File: src/rtl/fpu_pkg.sv
// Shared FPU definitions: field widths, divider FSM states, special encodings
// and the reciprocal seed table used by both reciprocal and divide units.
package fpu_pkg;

    localparam int EXP_W  = 8;
    localparam int MAN_W  = 23;
    localparam int BIAS   = 127;
    localparam int SEED_W = 8;

    localparam logic [30:0] INF_MAG  = {8'hFF, 23'h0};
    localparam logic [30:0] ZERO_MAG = 31'h0;

    typedef enum logic [3:0] {
        IDLE, SEED, IT1A, IT1B, IT2A, IT2B, MUL, FIX, RND, DONE
    } state_t;

    // round(2^(sb+1) / (1 + idx/2^sb)) - 2^sb; idx 0 would need one more bit, so it clamps
    function automatic int seed_of(input int idx, input int sb);
        int den;
        int num;
        int r;
        den = (1 << sb) + idx;
        num = 1 << (2 * sb + 1);
        r   = (2 * num + den) / (2 * den) - (1 << sb);
        if (r > (1 << sb) - 1)
            r = (1 << sb) - 1;
        return r;
    endfunction

endpackage

File: src/rtl/fdiv_iter_if.sv
// Operand/result handshake bundle for the iterative divider.
interface fdiv_iter_if;

    logic        in_valid;
    logic        in_ready;
    logic [31:0] x;
    logic [31:0] y;
    logic        out_valid;
    logic        out_ready;
    logic [31:0] d;
    logic        overflow;
    logic        underflow;

    modport master (
        output in_valid, x, y, out_ready,
        input  in_ready, out_valid, d, overflow, underflow
    );

    modport slave (
        input  in_valid, x, y, out_ready,
        output in_ready, out_valid, d, overflow, underflow
    );

endinterface

File: src/rtl/fdiv_seed_rom.sv
// Reciprocal seed lookup: top SEED_BITS of the divisor mantissa -> seed fraction.
// Purely combinational; contents are elaboration-time constants.
module fdiv_seed_rom #(
    parameter int SEED_BITS = fpu_pkg::SEED_W
) (
    input  logic [SEED_BITS-1:0] idx,
    output logic [SEED_BITS-1:0] seed
);
    import fpu_pkg::*;

    logic [SEED_BITS-1:0] seed_tab [2**SEED_BITS];

    for (genvar i = 0; i < 2**SEED_BITS; i++) begin : g_tab
        assign seed_tab[i] = SEED_BITS'(seed_of(i, SEED_BITS));
    end

    assign seed = seed_tab[idx];

endmodule

File: src/rtl/fdiv_iter.sv
// Iterative binary32 divider (Newton-Raphson reciprocal, remainder fix-up, RNE).
// Fixed latency 2*NEWTON_ITERS+4 cycles to out_valid; result held in DONE until out_ready.
module fdiv_iter #(
    parameter int SEED_BITS    = 8,
    parameter int NEWTON_ITERS = 2
) (
    input  logic        clk,
    input  logic        rst,
    fdiv_iter_if.slave  io
);
    import fpu_pkg::*;

    state_t               state;
    logic [31:0]          x_r;
    logic [31:0]          y_r;
    logic [31:0]          xk;
    logic [31:0]          b_r;
    logic [25:0]          q_r;
    logic                 sticky;
    logic                 lt_r;
    logic [2:0]           it_cnt;
    logic [SEED_BITS-1:0] seed;

    logic [23:0]          xm;
    logic [23:0]          ym;
    logic [EXP_W-1:0]     ex;
    logic [EXP_W-1:0]     ey;
    logic                 sign_d;

    assign xm     = {1'b1, x_r[MAN_W-1:0]};
    assign ym     = {1'b1, y_r[MAN_W-1:0]};
    assign ex     = x_r[MAN_W +: EXP_W];
    assign ey     = y_r[MAN_W +: EXP_W];
    assign sign_d = x_r[31] ^ y_r[31];

    fdiv_seed_rom #(.SEED_BITS(SEED_BITS)) u_seed_rom (
        .idx  (y_r[MAN_W-1 -: SEED_BITS]),
        .seed (seed)
    );

    // Single shared multiplier. Fixed-point views: ym/xm as Q1.31, xk as Q0.32,
    // (2-b) as Q1.31, so every product is scaled by 2^-63.
    logic [31:0] mul_a;
    logic [31:0] mul_b;
    logic [63:0] prod;
    logic [31:0] two_minus_b;
    logic [31:0] x_next;

    assign two_minus_b = ~b_r + 32'd1;

    always_comb begin
        mul_a = '0;
        mul_b = '0;
        case (state)
            IT1A, IT2A: begin mul_a = {ym, 8'h0};  mul_b = xk;          end
            IT1B, IT2B: begin mul_a = xk;          mul_b = two_minus_b; end
            MUL:        begin mul_a = {xm, 8'h0};  mul_b = xk;          end
            FIX:        begin mul_a = {6'h0, q_r}; mul_b = {8'h0, ym};  end
            default:    ;
        endcase
    end

    assign prod = {32'h0, mul_a} * {32'h0, mul_b};

    // Truncating b can push x(2-b) a hair past 1.0 when ym is 1.0; saturate.
    assign x_next = prod[63] ? 32'hFFFF_FFFF : prod[62:31];

    // Exact remainder at the 25-bit quotient scale (24 mantissa bits + guard).
    logic [63:0] num_fix;
    logic [63:0] rem;
    logic [63:0] rem_fix;
    logic [25:0] q_fix;
    logic        rem_neg;
    logic        rem_hi;

    assign num_fix = lt_r ? {15'h0, xm, 25'h0} : {16'h0, xm, 24'h0};
    assign rem     = num_fix - prod;
    assign rem_neg = rem[63];
    assign rem_hi  = !rem_neg && (rem >= {40'h0, ym});
    assign q_fix   = rem_neg ? q_r - 26'd1 : (rem_hi ? q_r + 26'd1 : q_r);
    assign rem_fix = rem_neg ? rem + {40'h0, ym} : (rem_hi ? rem - {40'h0, ym} : rem);

    // Round to nearest even, then pack with exponent range and special operands.
    logic               round_up;
    logic [24:0]        m_rnd;
    logic signed [10:0] e_rnd;
    logic [31:0]        d_nxt;
    logic               ovf_nxt;
    logic               unf_nxt;
    logic               unused_mant_msb;

    assign round_up        = q_r[0] & (sticky | q_r[1]);
    assign m_rnd           = {1'b0, q_r[24:1]} + {24'h0, round_up};
    assign unused_mant_msb = m_rnd[23];
    assign e_rnd = $signed({3'h0, ex}) - $signed({3'h0, ey}) + $signed(11'(BIAS))
                 - $signed({10'h0, lt_r}) + $signed({10'h0, m_rnd[24]});

    always_comb begin
        d_nxt   = {sign_d, ZERO_MAG};
        ovf_nxt = 1'b0;
        unf_nxt = 1'b0;
        if (ey == '0) begin
            d_nxt   = {sign_d, INF_MAG};
            ovf_nxt = 1'b1;
        end else if (ex == '0 || ey == '1) begin
            d_nxt = {sign_d, ZERO_MAG};
        end else if (ex == '1 || e_rnd >= 11'sd255) begin
            d_nxt   = {sign_d, INF_MAG};
            ovf_nxt = 1'b1;
        end else if (e_rnd <= 11'sd0) begin
            unf_nxt = 1'b1;
        end else begin
            d_nxt = {sign_d, e_rnd[7:0], m_rnd[22:0]};
        end
    end

    always_ff @(posedge clk) begin
        if (rst) begin
            state        <= IDLE;
            io.in_ready  <= 1'b1;
            io.out_valid <= 1'b0;
            io.d         <= '0;
            io.overflow  <= 1'b0;
            io.underflow <= 1'b0;
            x_r          <= '0;
            y_r          <= '0;
            xk           <= '0;
            b_r          <= '0;
            q_r          <= '0;
            sticky       <= 1'b0;
            lt_r         <= 1'b0;
            it_cnt       <= '0;
        end else begin
            case (state)
                IDLE: if (io.in_valid) begin
                    x_r         <= io.x;
                    y_r         <= io.y;
                    io.in_ready <= 1'b0;
                    state       <= SEED;
                end
                SEED: begin
                    xk     <= {1'b1, seed, {(31-SEED_BITS){1'b0}}};
                    lt_r   <= (xm < ym);
                    it_cnt <= '0;
                    state  <= IT1A;
                end
                IT1A: begin
                    b_r   <= prod[63:32];
                    state <= IT1B;
                end
                IT1B: begin
                    xk    <= x_next;
                    state <= (NEWTON_ITERS > 1) ? IT2A : MUL;
                end
                IT2A: begin
                    b_r   <= prod[63:32];
                    state <= IT2B;
                end
                // Iterations beyond the second reuse the IT2 pair.
                IT2B: begin
                    xk     <= x_next;
                    it_cnt <= it_cnt + 3'd1;
                    state  <= (int'(it_cnt) + 2 < NEWTON_ITERS) ? IT2A : MUL;
                end
                MUL: begin
                    q_r   <= lt_r ? prod[63:38] : {1'b0, prod[63:39]};
                    state <= FIX;
                end
                FIX: begin
                    q_r    <= q_fix;
                    sticky <= |rem_fix;
                    state  <= RND;
                end
                RND: begin
                    io.d         <= d_nxt;
                    io.overflow  <= ovf_nxt;
                    io.underflow <= unf_nxt;
                    io.out_valid <= 1'b1;
                    state        <= DONE;
                end
                DONE: if (io.out_ready) begin
                    io.out_valid <= 1'b0;
                    io.in_ready  <= 1'b1;
                    state        <= IDLE;
                end
                default: state <= IDLE;
            endcase
        end
    end

endmodule
File: src/flat_wrapper.sv
// flat-port wrapper written by rule: the top's interface ports become plain ports
module fdiv_iter_flat import fpu_pkg::*;
#(
    parameter int SEED_BITS    = 8,
    parameter int NEWTON_ITERS = 2
)
  (clk, rst, io_in_valid, io_x, io_y, io_out_ready, io_in_ready, io_out_valid, io_d, io_overflow, io_underflow);
  fdiv_iter_if io_i ();
  input  logic clk;
  input  logic rst;
  input wire logic [$bits(io_i.in_valid)-1:0] io_in_valid;
  input wire logic [$bits(io_i.x)-1:0] io_x;
  input wire logic [$bits(io_i.y)-1:0] io_y;
  input wire logic [$bits(io_i.out_ready)-1:0] io_out_ready;
  output wire logic [$bits(io_i.in_ready)-1:0] io_in_ready;
  output wire logic [$bits(io_i.out_valid)-1:0] io_out_valid;
  output wire logic [$bits(io_i.d)-1:0] io_d;
  output wire logic [$bits(io_i.overflow)-1:0] io_overflow;
  output wire logic [$bits(io_i.underflow)-1:0] io_underflow;
  assign io_i.in_valid = io_in_valid;
  assign io_i.x = io_x;
  assign io_i.y = io_y;
  assign io_i.out_ready = io_out_ready;
  assign io_in_ready = io_i.in_ready;
  assign io_out_valid = io_i.out_valid;
  assign io_d = io_i.d;
  assign io_overflow = io_i.overflow;
  assign io_underflow = io_i.underflow;
  fdiv_iter #(.SEED_BITS(SEED_BITS), .NEWTON_ITERS(NEWTON_ITERS)) u_core (.clk(clk), .rst(rst), .io(io_i));
endmodule
File: config.mk
export PLATFORM = sky130hd
export DESIGN_NAME = fdiv_iter_flat
export DESIGN_NICKNAME = d
export VERILOG_FILES = /design/src/rtl/fpu_pkg.sv /design/src/rtl/fdiv_iter_if.sv /design/src/rtl/fdiv_seed_rom.sv /design/src/rtl/fdiv_iter.sv /design/src/flat_wrapper.sv
export SDC_FILE = /design/constraint.sdc
export NUM_CORES = 2
export LEC_CHECK = 0
export ABC_AREA = 0
export CAP_MARGIN = 10
export CORE_MARGIN = 1
export CORE_UTILIZATION = 66
export DETAILED_ROUTE_END_ITERATION = 8
export GPL_ROUTABILITY_DRIVEN = 0
export PLACE_DENSITY = 0.84
export SYNTH_ARGS = -nofsm -noshare
export SYNTH_HDL_FRONTEND = slang
export SYNTH_HIERARCHICAL = 1
export SYNTH_SLANG_ARGS = --single-unit
File: constraint.sdc
create_clock -name clk -period 19.11 [get_ports clk]
set_clock_uncertainty 0.1 [all_clocks]
set_input_delay 1.911 -clock clk [delete_from_list [all_inputs] [get_ports clk]]
set_output_delay 1.911 -clock clk [all_outputs]
set_load 0.05 [all_outputs]
# Word level (Yosys, flattened, before mapping)
# Memories as Yosys holds them, arrays and structs flattened.
# Cells that the tools add are included.
# totals
romBits,2048
word_cells,109
mem_count,1
inputBits,68
ff_bits,199
# mem_list
name,words,width,rd,rd_ports_with_merged_regs,wr,line_no,rtl
(no name shown),256,8,1,0,0,fdiv_seed_rom.sv:17,assign seed = seed_tab[idx];
# op_classes
mux,34
n_eq_ne,14
bitwise,5
magnitude_cmp,6
mul,1
n_reduce_logical,21
addsub,13
# op_table
operator,n
$mux W64,2
$pmux W32 S4,1
$mux W31,4
$pmux W32 S3,1
$mux W26,3
$add A64 B24 Y64,1
$ge A64 B24 Y1,1
$mul A32 B32 Y64,1
$pmux W32 S2,1
$reduce_or A64 Y1,1
$sub A64 B24 Y64,1
$sub A64 B64 Y64,1
$pmux W26 S2,1
$mux W49,1
$pmux W4 S10,1
$add A32 B1 Y32 const B,1
$lt A32 B3 Y1 const B,1
$mux W32,1
$not A32 Y32,1
$add A26 B1 Y26 const B,1
$sub A26 B1 Y26 const B,1
$add A24 B1 Y25,1
$lt A24 B24 Y1,1
$eq A4 B3 Y1 const B,4
35 further kinds,61

# Logic depth before layout (Yosys ltp)
# depth
word_depth,10
depth_mapped,73
mapped_depth_nobuf,69

# Cells and area by module
# The synthesis kept the hierarchy.
# by_module_without_submodules
module,instances,area_each_um2,cells_each
fdiv_iter,1,52351.5,6643
fdiv_seed_rom,1,2023.2,301

# Least setup slack after synthesis
# No wires, ideal clock.
# synth_timing
path_type,flip-flop to flip-flop
from,reg u_core.b_r[4]
to,reg u_core.q_r[24]
setup_time_ns,0.132
stages_incl_launch_ff,67
arrival_time_ns,16.505
path_slack_ns,2.372
cell_sequence,dfxtp_1 or4_1 or3_1 or4_1 or4_1 or4_1 or4_1 clkbuf_1 or3_1 clkbuf_1 nor3_1 xnor2_1 nand2_1 o21ai_1 clkbuf_1 nand2_1 fa_1 fa_1 [... 31 more ...] a21oi_1 o21bai_1 a21oi_1 o21bai_1 a21oi_1 o21bai_1 a21oi_1 o21ai_0 a21o_1 a21oi_1 nor2b_1 o41ai_1 o21ai_0 nor4_1 o41ai_1 xor2_1 o21ai_0 a21oi_1
# synth_between
elab_chain_cells,9
elab_cells_between_ends,13
cone_classes,2 x add/sub; 1 x mul; 1 x order compare; 1 x eq/ne; 4 x mux; 1 x bitwise; 3 x reduce/logical
# synth_lines
element,line_no,rtl
"start, declared",fdiv_iter.sv:17,logic [31:0] b_r;
"start signal, assigned",fdiv_iter.sv:148,b_r <= prod[63:32];
"start signal, assigned",fdiv_iter.sv:156,b_r <= prod[63:32];
$not A32 Y32 *,fdiv_iter.sv:49,assign two_minus_b = ~b_r + 32'd1;
$add A32 B1 Y32 *,fdiv_iter.sv:49,
$pmux W32 S3 *,fdiv_iter.sv:54,case (state)
$mul A32 B32 Y64 *,fdiv_iter.sv:63,"assign prod = {32'h0, mul_a} * {32'h0, mul_b};"
$sub A64 B64 Y64,fdiv_iter.sv:77,assign rem = num_fix - prod;
$ge A64 B24 Y1 / $logic_not A1 Y1 (equally long branches),fdiv_iter.sv:79,"assign rem_hi = !rem_neg && (rem >= {40'h0, ym});"
$logic_and A1 B1 Y1,fdiv_iter.sv:79,
$ne A3 B1 Y1 (no source line),--,
$reduce_and A2 Y1 (no source line),--,
"end signal, assigned",fdiv_iter.sv:166,"q_r <= lt_r ? prod[63:38] : {1'b0, prod[63:39]};"
"end signal, assigned",fdiv_iter.sv:170,q_r <= q_fix;
"end, declared",fdiv_iter.sv:18,logic [25:0] q_r;
# Every way passes the cells marked *; elsewhere a longest branch is shown, timed or not.
# A chain may end at the register's enable or synchronous reset.

# Worst setup path after layout
# layout_timing
from,reg u_core.b_r[4]
to,reg u_core.q_r[25]
# Same word-level chain as after synthesis.

==> qor.json <==
{
  "cells_and_area": {
    "multi_input_area_um2": 45000,
    "synthToLayoutAreaGrowth_pct": 4.92,
    "register_area_um2": 3930,
    "filler_cell_count": 6312,
    "final_nets": 8181,
    "fraction_of_final_layout_cells_with_drive_strength_greater_than_1_pct": 4.80
  },
  "yosys": {
    "yosys-top-cells-area": "fa_1, ha_1, nand2_1, dfxtp_1, inv_1",
    "top_cell_type_s_share_of_synthesized_area_pct": 33.2,
    "ys_ff_latch": 196,
    "synthesis.area_um2": 54400,
    "synth_enable_flop_cells": 0,
    "synth_seq_area_share_pct": 7.22,
    "synthesized_net_count": 8325,
    "netlist-cell-type-count": 117,
    "postSynthCellCount": 6944,
    "synth_most_common_cell": "nand2_1",
    "yosys-top-cells-count": "nand2_1, inv_1, fa_1",
    "synth.avg_cell_area_um2": 7.83,
    "ys_async_sr_fraction_pct": 0,
    "synthFlopType": "dfxtp_1",
    "synth.yosys.warnings": 6,
    "synth_largest_area_cell": "fa_1"
  },
  "worst_setup_path": {
    "ff2ff_path_depth": 62,
    "worst-r2r-setup-slack_ns": 0.70,
    "worst_r2r_endpoint": "u_core/q_r[25]",
    "crit_start": "u_core/b_r[4]",
    "critical_path_cell_count": 62,
    "start_kind": "register",
    "critPathMostFrequentCell": "fa_1",
    "setup.worst_path.class": "reg2reg",
    "critPathCapture": "u_core/q_r[25]",
    "timing.critical_path.fanout_max": 25,
    "critPathTopFamily": "simple AND/OR/NAND/NOR gates",
    "critical_path.slowest_cell": "fa_1",
    "worstPathArrival_ns": 18.68,
    "timing.critical_path.to_type": "register",
    "ff_to_ff_start": "u_core/b_r[4]",
    "crit_path_max_incr_delay_ns": 0.64,
    "worst-endpoint-required_ns": 19.38,
    "critical_path_buf_inv_count": 6
  },
  "route": {
    "drc": 2,
    "initial_detailed_routing_violation_count": 7709,
    "routed-via-count": 52498,
    "first_pass_iters": 9,
    "detail-route-antenna-nets": 0,
    "post_drt_wl_per_cell_um": 24.2,
    "detail_route.vias_per_cell": 6.66,
    "detail_route.wirelength_mm": 191
  },
  "clock_tree": {
    "clkTransAtPathRegs_ns": 0.10,
    "cts-buffers-inserted": 17,
    "clock_tree.root_cell": "clkbuf_16",
    "cts_tree": "yes",
    "ctsHoldBuffers": 0,
    "cts.sink_count": 196,
    "clk_lat_worst_skew_ns": 0.49,
    "htreeDepth": 4,
    "clockBufferDepth": 2
  },
  "power": {
    "irDropWorstVdd_mv": 0.119,
    "leakage_nw": 26.2,
    "power.density_nw_per_um2": 57.7
  },
  "timing": {
    "timing_worst_slew_pin_value_ns": 1.48,
    "finalWorstPathRequiredPeriod_ns": 18.41,
    "timing.final.setup_violations": 0,
    "post-route-worst-setup-slack_ns": 0.695,
    "fin_crit_share_pct": 96.4,
    "final_hold_viol_count": 0,
    "timing.setup.tns_ns": 0,
    "maxSlewHeadroom_pct": 1.19,
    "final-max-slew-violation-count": 0,
    "max_freq_mhz": 54.3
  },
  "grt": {
    "pin_count_of_the_biggest_net_entering_global_routing": 119,
    "global_route.usage.total_pct": 46.1,
    "grt_pass1_wl_mm": 292,
    "number_of_global_route_vias_before_repair": 51338,
    "antenna_violations_before_repair": 8,
    "grt_overflow": 0
  },
  "run_status": {
    "violations": "design-rule violations",
    "status": "finished with violations"
  },
  "job": {
    "max_cap_violations": 0
  },
  "die": {
    "dieArea_um2": 83500,
    "placement_rows": 104,
    "fp.dieH_um": 289,
    "core_um2": 81100,
    "initial_utilization_pct": 67.1,
    "num_io_pins": 104,
    "die_w_um": 289
  },
  "worst_hold_path": {
    "timing.hold.worst.class": "reg2reg"
  },
  "place": {
    "place_worst_setup_slack_ns": 0.543,
    "dp_hpwl_mm": 150,
    "portBuffers": 103
  }
}
-- per-layer routing --
metal  share of wire (%)  wire length (um)  GRT usage, %  vias to the layer above
met2                  40             76700          64.7                     4192
met4                 9.5             18100          33.9                       16
met5                0.13               252          1.02                        -
met1                  34             64600          57.0                    24919
li1                    -                 -             -                    22168
met3                  16             31400          18.7                     1203
-- worst register-to-register path: cells and delay by family, from the launching register on --
family	cells	cell delay, ns
and+or+nand+nor	22	7.04
adders and majority gates	11	5.08
xor gates and xnor gates	3	0.53
DFF	1	0.37
AOI/OAI and AO/OA	20	4.10
buffers and inverters	6	1.06
-- flip-flops by register name, summed over array words and instances (netlist names), 4 cells and up --
| register | flops |
|---|---|
| u_core/io.d | 32 |
| u_core/xk | 32 |
| u_core/b_r | 32 |
| u_core/x_r | 32 |
| u_core/q_r | 26 |
| u_core/y_r | 32 |
| u_core/state | 4 |
-- per-stage QoR --
stage / cells / util, % / hold WS (ns) / cell area [um^2] / power [W]
after floorplan: 6944 / - / 0.345 / 54400 / 0.00216
after global placement: 7837 / 69.4 / 0.348 / 56300 / 0.00269
after detailed placement: 7838 / 69.4 / 0.350 / 56300 / 0.00274
after CTS: 7870 / 70.2 / 0.362 / 56900 / 0.00316
after global routing: 7874 / 70.3 / 0.378 / 57000 / 0.00345
final: 7882 / 70.4 / 0.363 / 57000 / 0.00329
-- logic make-up after synthesis --
group	share of synthesized area (%)
buf+inv	10.3
xor+xnor	3.78
mux	1.26
flops	7.22
compound gates	14.0
simple gates	20.8
fa+ha+maj	42.7
-- cells in the final DEF (no fill, tap or decap), types with 56 or more instances in the layout --
cell type        synthesis  routed
nand4_1                 79      79
nor4_1                  57      56
a22oi_1                 67      67
ha_1                   411     411
xor2_1                  74      74
a21oi_1                380     378
dfxtp_1                196     192
nor2_1                 746     743
fa_1                   902     902
xnor2_1                157     155
inv_1                 1042    1042
nand2_1               1074    1074
nand3_1                 79      78
buf_4                    3     151
clkdlybuf4s50_1          0     102
a21o_1                  83      83
nor3_1                 124     122
o21ai_0                165     164
-- power breakdown --
group | switching [W] | internal, W | total, W
Sequential | 0.0000794 | 0.000448 | 0.000528
Clock | 0.000217 | 0.000193 | 0.000410
Combinational | 0.00152 | 0.000832 | 0.00235
Total | 0.00182 | 0.00147 | 0.00329
-- what timing repair did --
action | 4_1_cts | 5_1_grt
setup endpoints to repair | 0 | 10
buffers inserted | 0 | 2
resized for setup | 0 | 14
-- layout make-up --
cell class / count / share of cell area [%]
inverters: 1047 / 6.89
repair buffers: 257 / 3.87
well taps: 1060 / 2.32
multi-input cells: 5281 / 78.9
flip-flops and latches: 196 / 6.89
clock buffers: 18 / 0.752
clock inverters: 14 / 0.362
diodes: 9 / 0.0395
-- worst min path at each step --
stage,cells past startpoint,start,slack (ns),end
after global placement,2,u_core/io.out_valid,0.35,u_core/io.out_valid
after global routing,2,u_core/io.overflow,0.38,u_core/io.overflow
after detailed placement,2,u_core/io.out_valid,0.35,u_core/io.out_valid
after CTS,2,u_core/io.out_valid,0.36,u_core/io.out_valid
after floorplan,2,u_core/xk[10],0.34,u_core/xk[10]
final,2,u_core/io.out_valid,0.36,u_core/io.out_valid
(Power assumes the default switching activity.)
